===== src/rtl/polaris_sequencer.sv =====
// Polaris CPU control sequencer: reset-vector load followed by one
// instruction fetch handshake, then a terminal JAM state because decode
// and execute do not exist yet.
// Optional build macro: SEQ_FETCH_TIMEOUT_EN adds a FETCH wait limit of
// FETCH_TIMEOUT cycles, after which the sequencer jams without loading IR/PC.
module polaris_sequencer #(
  parameter int unsigned FETCH_TIMEOUT = 256
) (
  input  logic clk_i,
  input  logic reset_i,
  input  logic rst,
  input  logic iack_i,
  output logic pc_mbvec,
  output logic pc_pcPlus4,
  output logic ir_idat,
  output logic iadr_pc,
  output logic isiz_2,
  output logic ft0_o,
  output logic jammed_o
);

  typedef enum logic [1:0] {
    ST_RESET = 2'd0,
    ST_FETCH = 2'd1,
    ST_JAM   = 2'd2
  } state_e;

  state_e state_q, state_d;
  logic   ft0_q;
  logic   timeout;

  // A zero timeout would jam before the bus could ever answer.
  if (FETCH_TIMEOUT < 1) begin : g_bad_timeout
    $error("polaris_sequencer: FETCH_TIMEOUT must be at least 1");
  end

`ifdef SEQ_FETCH_TIMEOUT_EN
  localparam int unsigned CW = $clog2(FETCH_TIMEOUT + 1);
  localparam logic [CW-1:0] CNT_LAST = CW'(FETCH_TIMEOUT - 1);

  logic [CW-1:0] cnt_q, cnt_d;

  // The cycle that would bring the count to FETCH_TIMEOUT is the last one allowed.
  assign timeout = (cnt_q == CNT_LAST);

  // Count unanswered FETCH cycles; any other situation restarts from zero.
  always_comb begin
    cnt_d = '0;
    if (state_q == ST_FETCH && !rst && !iack_i) begin
      cnt_d = cnt_q + 1'b1;
    end
  end

  // Wait counter register.
  always_ff @(posedge clk_i or negedge reset_i) begin
    if (!reset_i) begin
      cnt_q <= '0;
    end else begin
      cnt_q <= cnt_d;
    end
  end
`else
  assign timeout = 1'b0;
`endif

  // State register plus the registered FETCH flag, which is loaded from
  // the next state so that it tracks the state flop exactly.
  always_ff @(posedge clk_i or negedge reset_i) begin
    if (!reset_i) begin
      state_q <= ST_RESET;
      ft0_q   <= 1'b0;
    end else begin
      state_q <= state_d;
      ft0_q   <= (state_d == ST_FETCH);
    end
  end

  // Next-state logic: the synchronous reset request overrides every state.
  always_comb begin
    state_d = state_q;
    if (rst) begin
      state_d = ST_FETCH;
    end else begin
      unique case (state_q)
        ST_RESET: state_d = ST_FETCH;
        ST_FETCH: begin
          if (iack_i) begin
            state_d = ST_JAM;
          end else if (timeout) begin
            state_d = ST_JAM;
          end
        end
        ST_JAM:   state_d = ST_JAM;
        default:  state_d = ST_RESET;
      endcase
    end
  end

  // Mealy strobes from state, rst and iack_i; at most one PC and one IR select.
  always_comb begin
    pc_mbvec   = 1'b0;
    pc_pcPlus4 = 1'b0;
    ir_idat    = 1'b0;
    iadr_pc    = 1'b0;
    isiz_2     = 1'b0;
    jammed_o   = 1'b0;
    if (rst || state_q == ST_RESET) begin
      pc_mbvec = 1'b1;
    end else if (state_q == ST_FETCH) begin
      iadr_pc = 1'b1;
      isiz_2  = 1'b1;
      if (iack_i) begin
        ir_idat    = 1'b1;
        pc_pcPlus4 = 1'b1;
      end
    end else if (state_q == ST_JAM) begin
      jammed_o = 1'b1;
    end
  end

  assign ft0_o = ft0_q;

endmodule


===== config.mk =====
export PLATFORM = sky130hd
export DESIGN_NAME = polaris_sequencer
export DESIGN_NICKNAME = d
export VERILOG_FILES = /design/src/rtl/polaris_sequencer.sv
export SDC_FILE = /design/constraint.sdc
export NUM_CORES = 1
export LEC_CHECK = 0
export CORE_AREA = 3 3 40 42
export DETAILED_ROUTE_END_ITERATION = 10
export DIE_AREA = 0 0 43 45
export PLACE_DENSITY = 0.34
export SLEW_MARGIN = 10
export SYNTH_ARGS = -nofsm -noshare
export SYNTH_HDL_FRONTEND = slang
export SYNTH_SLANG_ARGS = --single-unit

===== constraint.sdc =====
create_clock -name clk_i -period 1.54 [get_ports clk_i]
set_clock_uncertainty 0.2 [all_clocks]
set_input_delay 0.231 -clock clk_i [delete_from_list [all_inputs] [get_ports clk_i]]
set_output_delay 0.231 -clock clk_i [all_outputs]
set_load 0.02 [all_outputs]

==> run_results.csv, run 1 <==
group,metric,value,unit
outcome,status,"completed",
cts,cts.sinks,3,
timing,timing.final.crit_share,96.2,%
routing,antenna_left,0,
worst_setup_path,criticalPathCategory,"flop to primary output",
timing,max_slew_margin,85.4,%
yosys,synth.distinct_cells,10,
yosys,syn_nets,18,
floorplanning,dieArea,0.00194,mm2
job,cap_violations,0,
timing,fmax,0.675,GHz
cts,cts_buffers,3,
yosys,seq_area_frac_synth,48.4,%
worst_setup_path,crit_family,"flip-flops",
placement,portBuffers,10,
yosys,syn_area,155,um2
global_routing,grt_pass1_vias,171,
worst_setup_path,critPathArrivalTime,1050,ps
power_and_ir_drop,vdd_drop_max,351,uV
worst_setup_path,path_buf_inv,1,
yosys,synth_top_area_share,48.4,%
routing,totalWireLength,402,um
yosys,synth_area_leaders,"dfrtp_1, buf_4, nor3b_2",
worst_setup_path,crit_path_end_kind,"primary output",
worst_setup_path,cp_slowest_cell,"dfrtp_1",
yosys,avgSynthCellArea,11.1,um2
routing,drc_errors,0,
power_and_ir_drop,finalPower,0.000303,W
routing,met3_length,59,um
worst_setup_path,path_cells,"nor2_2 -> and3_4 -> buf_4",
global_routing,antenna_found_initial,0,
worst_setup_path,cp.required,1110,ps
final_layout,layout_commonest_cell,"buf_4",
worst_setup_path,critPathMaxStageDelay,370,ps
yosys,yosysWarnings,0,
timing,hold_viol,0,
worst_setup_path,cp-start-kind,"flop",
timing,setup_slack,58.4,ps
timing,slew_violations,0,
placement,hpwl,302,um
routing,num_vias,161,
final_layout,n_antenna_cell,0,
floorplanning,die_y,45,um
global_routing,grt.overflow.total,0,
timing,grt_setup_unrepaired,"no",
cts,clk_pin_slew,40,ps
yosys,yosys_register_bits,3,
routing,drt-pass1-iter-count,1,
floorplanning,fp-row-count,13,
power_and_ir_drop,power_leakage,0.147,nW
routing,wl_per_cell,8.74,um
final_layout,areaGrowthSynthToFinish,105,%
power_and_ir_drop,power.density,952,mW/mm2
placement,dp_slack,-532,ps
cts,htreeDepth,1,
timing,period_minus_slack,1480,ps
yosys,syn_inst,14,
worst_hold_path,hold_class,"input pin to flop",
final_layout,drive_gt1_share,58.1,%
cts,cts_buffer_depth,2,
global_routing,track_usage,5.42,%
timing,worst_hold_slack,301,ps
routing,first_iter_violations,0,
routing,met2_length,141,um
final_layout,final_cell_mix,"buf_4, clkbuf_4, buf_2",
floorplanning,dieWidth,43,um
placement,finalWeightedCongestion,0.608,
routing,top_layer,"met4",
floorplanning,core-area,0.00128,mm2
worst_setup_path,crit_fanout,3,
global_routing,grt_pass1_wl,683,um
floorplanning,num_io_pins,11,
final_layout,nets,36,
global_routing,grt_max_degree,7,
yosys,synth_top_cell_by_area,"dfrtp_1",
routing,drt-met1-wl,184,um
floorplanning,initial_utilization,12.1,%
timing,finalSetupViolCount,0,
cts,cts_tree,"done",
cts,clk_latency,230,ps
timing,tightest_slew,219,ps
cts,root_buffer,"clkbuf_4",
routing,vias_per_cell,3.50,
==> synthesized netlist by cell type <==
library cell and number:
a31o_1 1, or2_1 2, and3_2 1, a21oi_1 1, dfrtp_1 3, and2_2 1, buf_4 2, nor2_1 1
o21bai_1 1, nor3b_2 1
==> power by group <==
part	internal, W	switching [W]	total [W]	leakage (nW)
combinational	0.0000374	0.0000355	0.0000729	0.0986
sequential	0.0000859	0.00000593	0.0000919	0.0331
clock	0.0000971	0.0000407	0.000138	0.0150
==> cell type report <==
class / count / area (um2)
Tap cell: 15 / 18.8
Fill cell: 145 / 967
Multi-Input combinational cell: 9 / 77.6
Sequential cell: 3 / 76.3
Timing Repair Buffer: 15 / 119
Clock buffer: 4 / 26.3
==> worst reg2reg max path, cell delays in order, from the launching register on <==
cell	delay (ps)
dfrtp_1	370
buf_4	140
nor3b_4	150
buf_4	130
a31o_1	180
==> registers in the layout (all words and copies together), names as in the netlist <==
register / cells
state_q: 2
ft0_o: 1
==> metal layers <==
layer	track usage, %	vias to the layer above
met1	6.30	67
met2	5.69	13
met5	0	-
li1	-	79
met4	9.04	0
met3	1.99	2
==> cells by family (layout without fill, tap and decap cells) <==
logic type             after synthesis  count (layout)  share of synthesized area, %
AND/OR/NAND/NOR                      6               6                          28.2
buffers and inverters                2              19                          9.67
flip-flops                           3               3                          48.4
AO/OA/AOI/OAI                        3               3                          13.7
==> final timing paths <==
kind                                 start    endpoint  slack, ps  cells after the start
worst max register to register  state_q[1]  state_q[1]        260                      4
worst max-delay path            state_q[1]  pc_pcPlus4         60                      3
min in group asynchronous          reset_i       ft0_o        510                      2
worst min register to register  state_q[0]  state_q[1]        410                      1
max in group asynchronous          reset_i  state_q[0]        480                      2
worst min-delay path                   rst  state_q[0]        300                      3
==> metrics by stage <==
stage | TNS, ps | std cells | instance area (um2) | utilization (%)
2_1_floorplan | 0 | 14 | 155 | -
3_3_place_gp | -2990 | 40 | 282 | 21.9
3_5_place_dp | -2930 | 40 | 282 | 21.9
4_1_cts | 0 | 46 | 308 | 24.0
5_1_grt | 0 | 46 | 318 | 24.7
6_report | 0 | 46 | 318 | 24.7
==> what timing repair did <==
item,CTS,global route
endpoints found under the setup margin,7,2
pin swaps,1,1
resized for setup,30,4
hold endpoints to repair,3,0
setup buffers,1,0
hold buffers,1,0
(Power assumes the default switching activity.)
==> inputs of run 2 (changes only) <==
CTS_BUF_LIST = sky130_fd_sc_hd__clkbuf_4   (was unset)
==> run_results.csv, run 2 (synthesized netlist as in run 1, its figures left out) <==
group,metric,value,unit
cts,cts_tree,"done",
placement,portBuffers,10,
floorplanning,dieArea,0.00194,mm2
timing,fmax,0.673,GHz
power_and_ir_drop,power.density,1000,mW/mm2
cts,cts.sinks,3,
global_routing,top_usage_layer,"met4",
final_layout,ff_latch_area,76.3,um2
placement,hpwl,302,um
worst_setup_path,critPathArrivalTime,1050,ps
final_layout,n_antenna_cell,0,
global_routing,grtUsageMet3,1.99,%
routing,vias_per_cell,3.52,
timing,hold_viol,0,
routing,first_iter_violations,0,
global_routing,grt_use_met2,5.69,%
worst_setup_path,critical_path.startpoint,"state_q[1]",
floorplanning,core-area,0.00128,mm2
floorplanning,num_io_pins,11,
final_layout,multi_input_area,77.6,um2
worst_hold_path,min_from,"rst",
routing,drc_errors,0,
final_layout,n_fill_cell,143,
global_routing,track_usage,5.42,%
floorplanning,initial_utilization,12.1,%
routing,wl_per_cell,8.85,um
placement,finalWeightedCongestion,0.608,
worst_setup_path,cp.required,1110,ps
floorplanning,fp-row-count,13,
timing,period_minus_slack,1490,ps
power_and_ir_drop,vdd_drop_max,352,uV
worst_setup_path,crit_path_end_kind,"primary output",
timing,timing.final.crit_share,96.4,%
global_routing,antenna_found_initial,0,
final_layout,drive_gt1_share,61.3,%
outcome,status,"completed",
global_routing,grt.overflow.total,0,
cts,htreeDepth,1,
global_routing,grt_max_degree,7,
global_routing,grt_pass1_wl,683,um
final_layout,post-route-util,25.0,%
routing,totalWireLength,407,um
worst_setup_path,reg2reg_from,"state_q[1]",
floorplanning,die_y,45,um
timing,slew_violations,0,
final_layout,areaGrowthSynthToFinish,107,%
cts,cts_buffer_depth,2,
global_routing,grtUsageMet1,6.30,%
worst_setup_path,crit_fanout,3,
cts,root_buffer,"clkbuf_4",
power_and_ir_drop,power_leakage,0.150,nW
worst_hold_path,hold_class,"input pin to flop",
cts,clk_latency,230,ps
timing,tns,0,ps
floorplanning,dieWidth,43,um
final_layout,largest_reg_flops,2,
final_layout,nets,36,
cts,cts_buffers,3,
routing,num_vias,162,
routing,drt-pass1-iter-count,1,
timing,tightest_slew,219,ps
final_layout,layout_commonest_cell,"buf_4",
timing,max_slew_margin,85.4,%
power_and_ir_drop,finalPower,0.000322,W
timing,finalSetupViolCount,0,
cts,clk_pin_slew,40,ps
routing,antenna_left,0,
global_routing,grt_pass1_vias,171,
final_layout,largest_register,"state_q",
worst_setup_path,cp-start-kind,"flop",
timing,grt_setup_unrepaired,"no",
worst_setup_path,criticalPathCategory,"flop to primary output",
final_layout,final_cell_mix,"buf_4, clkbuf_4, buf_2",
job,cap_violations,0,
## run 2: cell counts in the layout (fill, tap and decap cells not counted)
Identical to the previous run, type by type.
## run 2: repair_timing
item,CTS,global route
endpoints found under the hold margin,3,0
hold buffers,1,0
gates resized for setup,30,4
setup endpoints to repair,7,2
setup buffers,1,0
pin swaps,1,1
## run 2: worst max-delay path, cell delays in order, from the launching register on
cell,delay [ps]
dfrtp_1,380
nor2_2,120
and3_4,190
buf_4,130
## run 2: cell type report
class                      count  share of cell area, %
sequential                     3                   23.7
tap                           15                   5.84
clock buffer                   4                   9.34
timing repair buffer          15                   37.0
multi-input combinational      9                   24.1
## run 2: final timing paths
| check | to | slack (ps) | depth (start not counted) |
|---|---|---|---|
| max in group asynchronous | state_q[0] | 480 | 2 |
| min in group asynchronous | state_q[1] | 510 | 2 |
| max reg2reg | state_q[1] | 260 | 4 |
| min reg2reg | state_q[1] | 410 | 1 |
| max | pc_pcPlus4 | 50 | 3 |
| min | state_q[0] | 300 | 3 |
## run 2: layer usage
layer | vias up | wire [um] | part of all wire, %
met1 | 68 | 187 | 46
met4 | 0 | 17 | 4.2
met3 | 2 | 59 | 14
li1 | 79 | - | -
met2 | 13 | 142 | 35
met5 | - | 0 | 0
## run 2: stage by stage
stage               worst slack [ps]  cell area [um2]  cells  hold WS, ps
floorplan                        178              155     14         -265
global placement                -541              282     40          228
detailed placement              -532              282     40          226
CTS                             3.87              312     46          301
global route                    1.53              322     46          343
finish                          54.8              322     46          301
## run 2: power breakdown
group | switching (W) | internal (W) | leakage, nW
registers | 0.00000595 | 0.0000859 | 0.0331
clock network | 0.0000421 | 0.000115 | 0.0184
logic | 0.0000354 | 0.0000374 | 0.0986
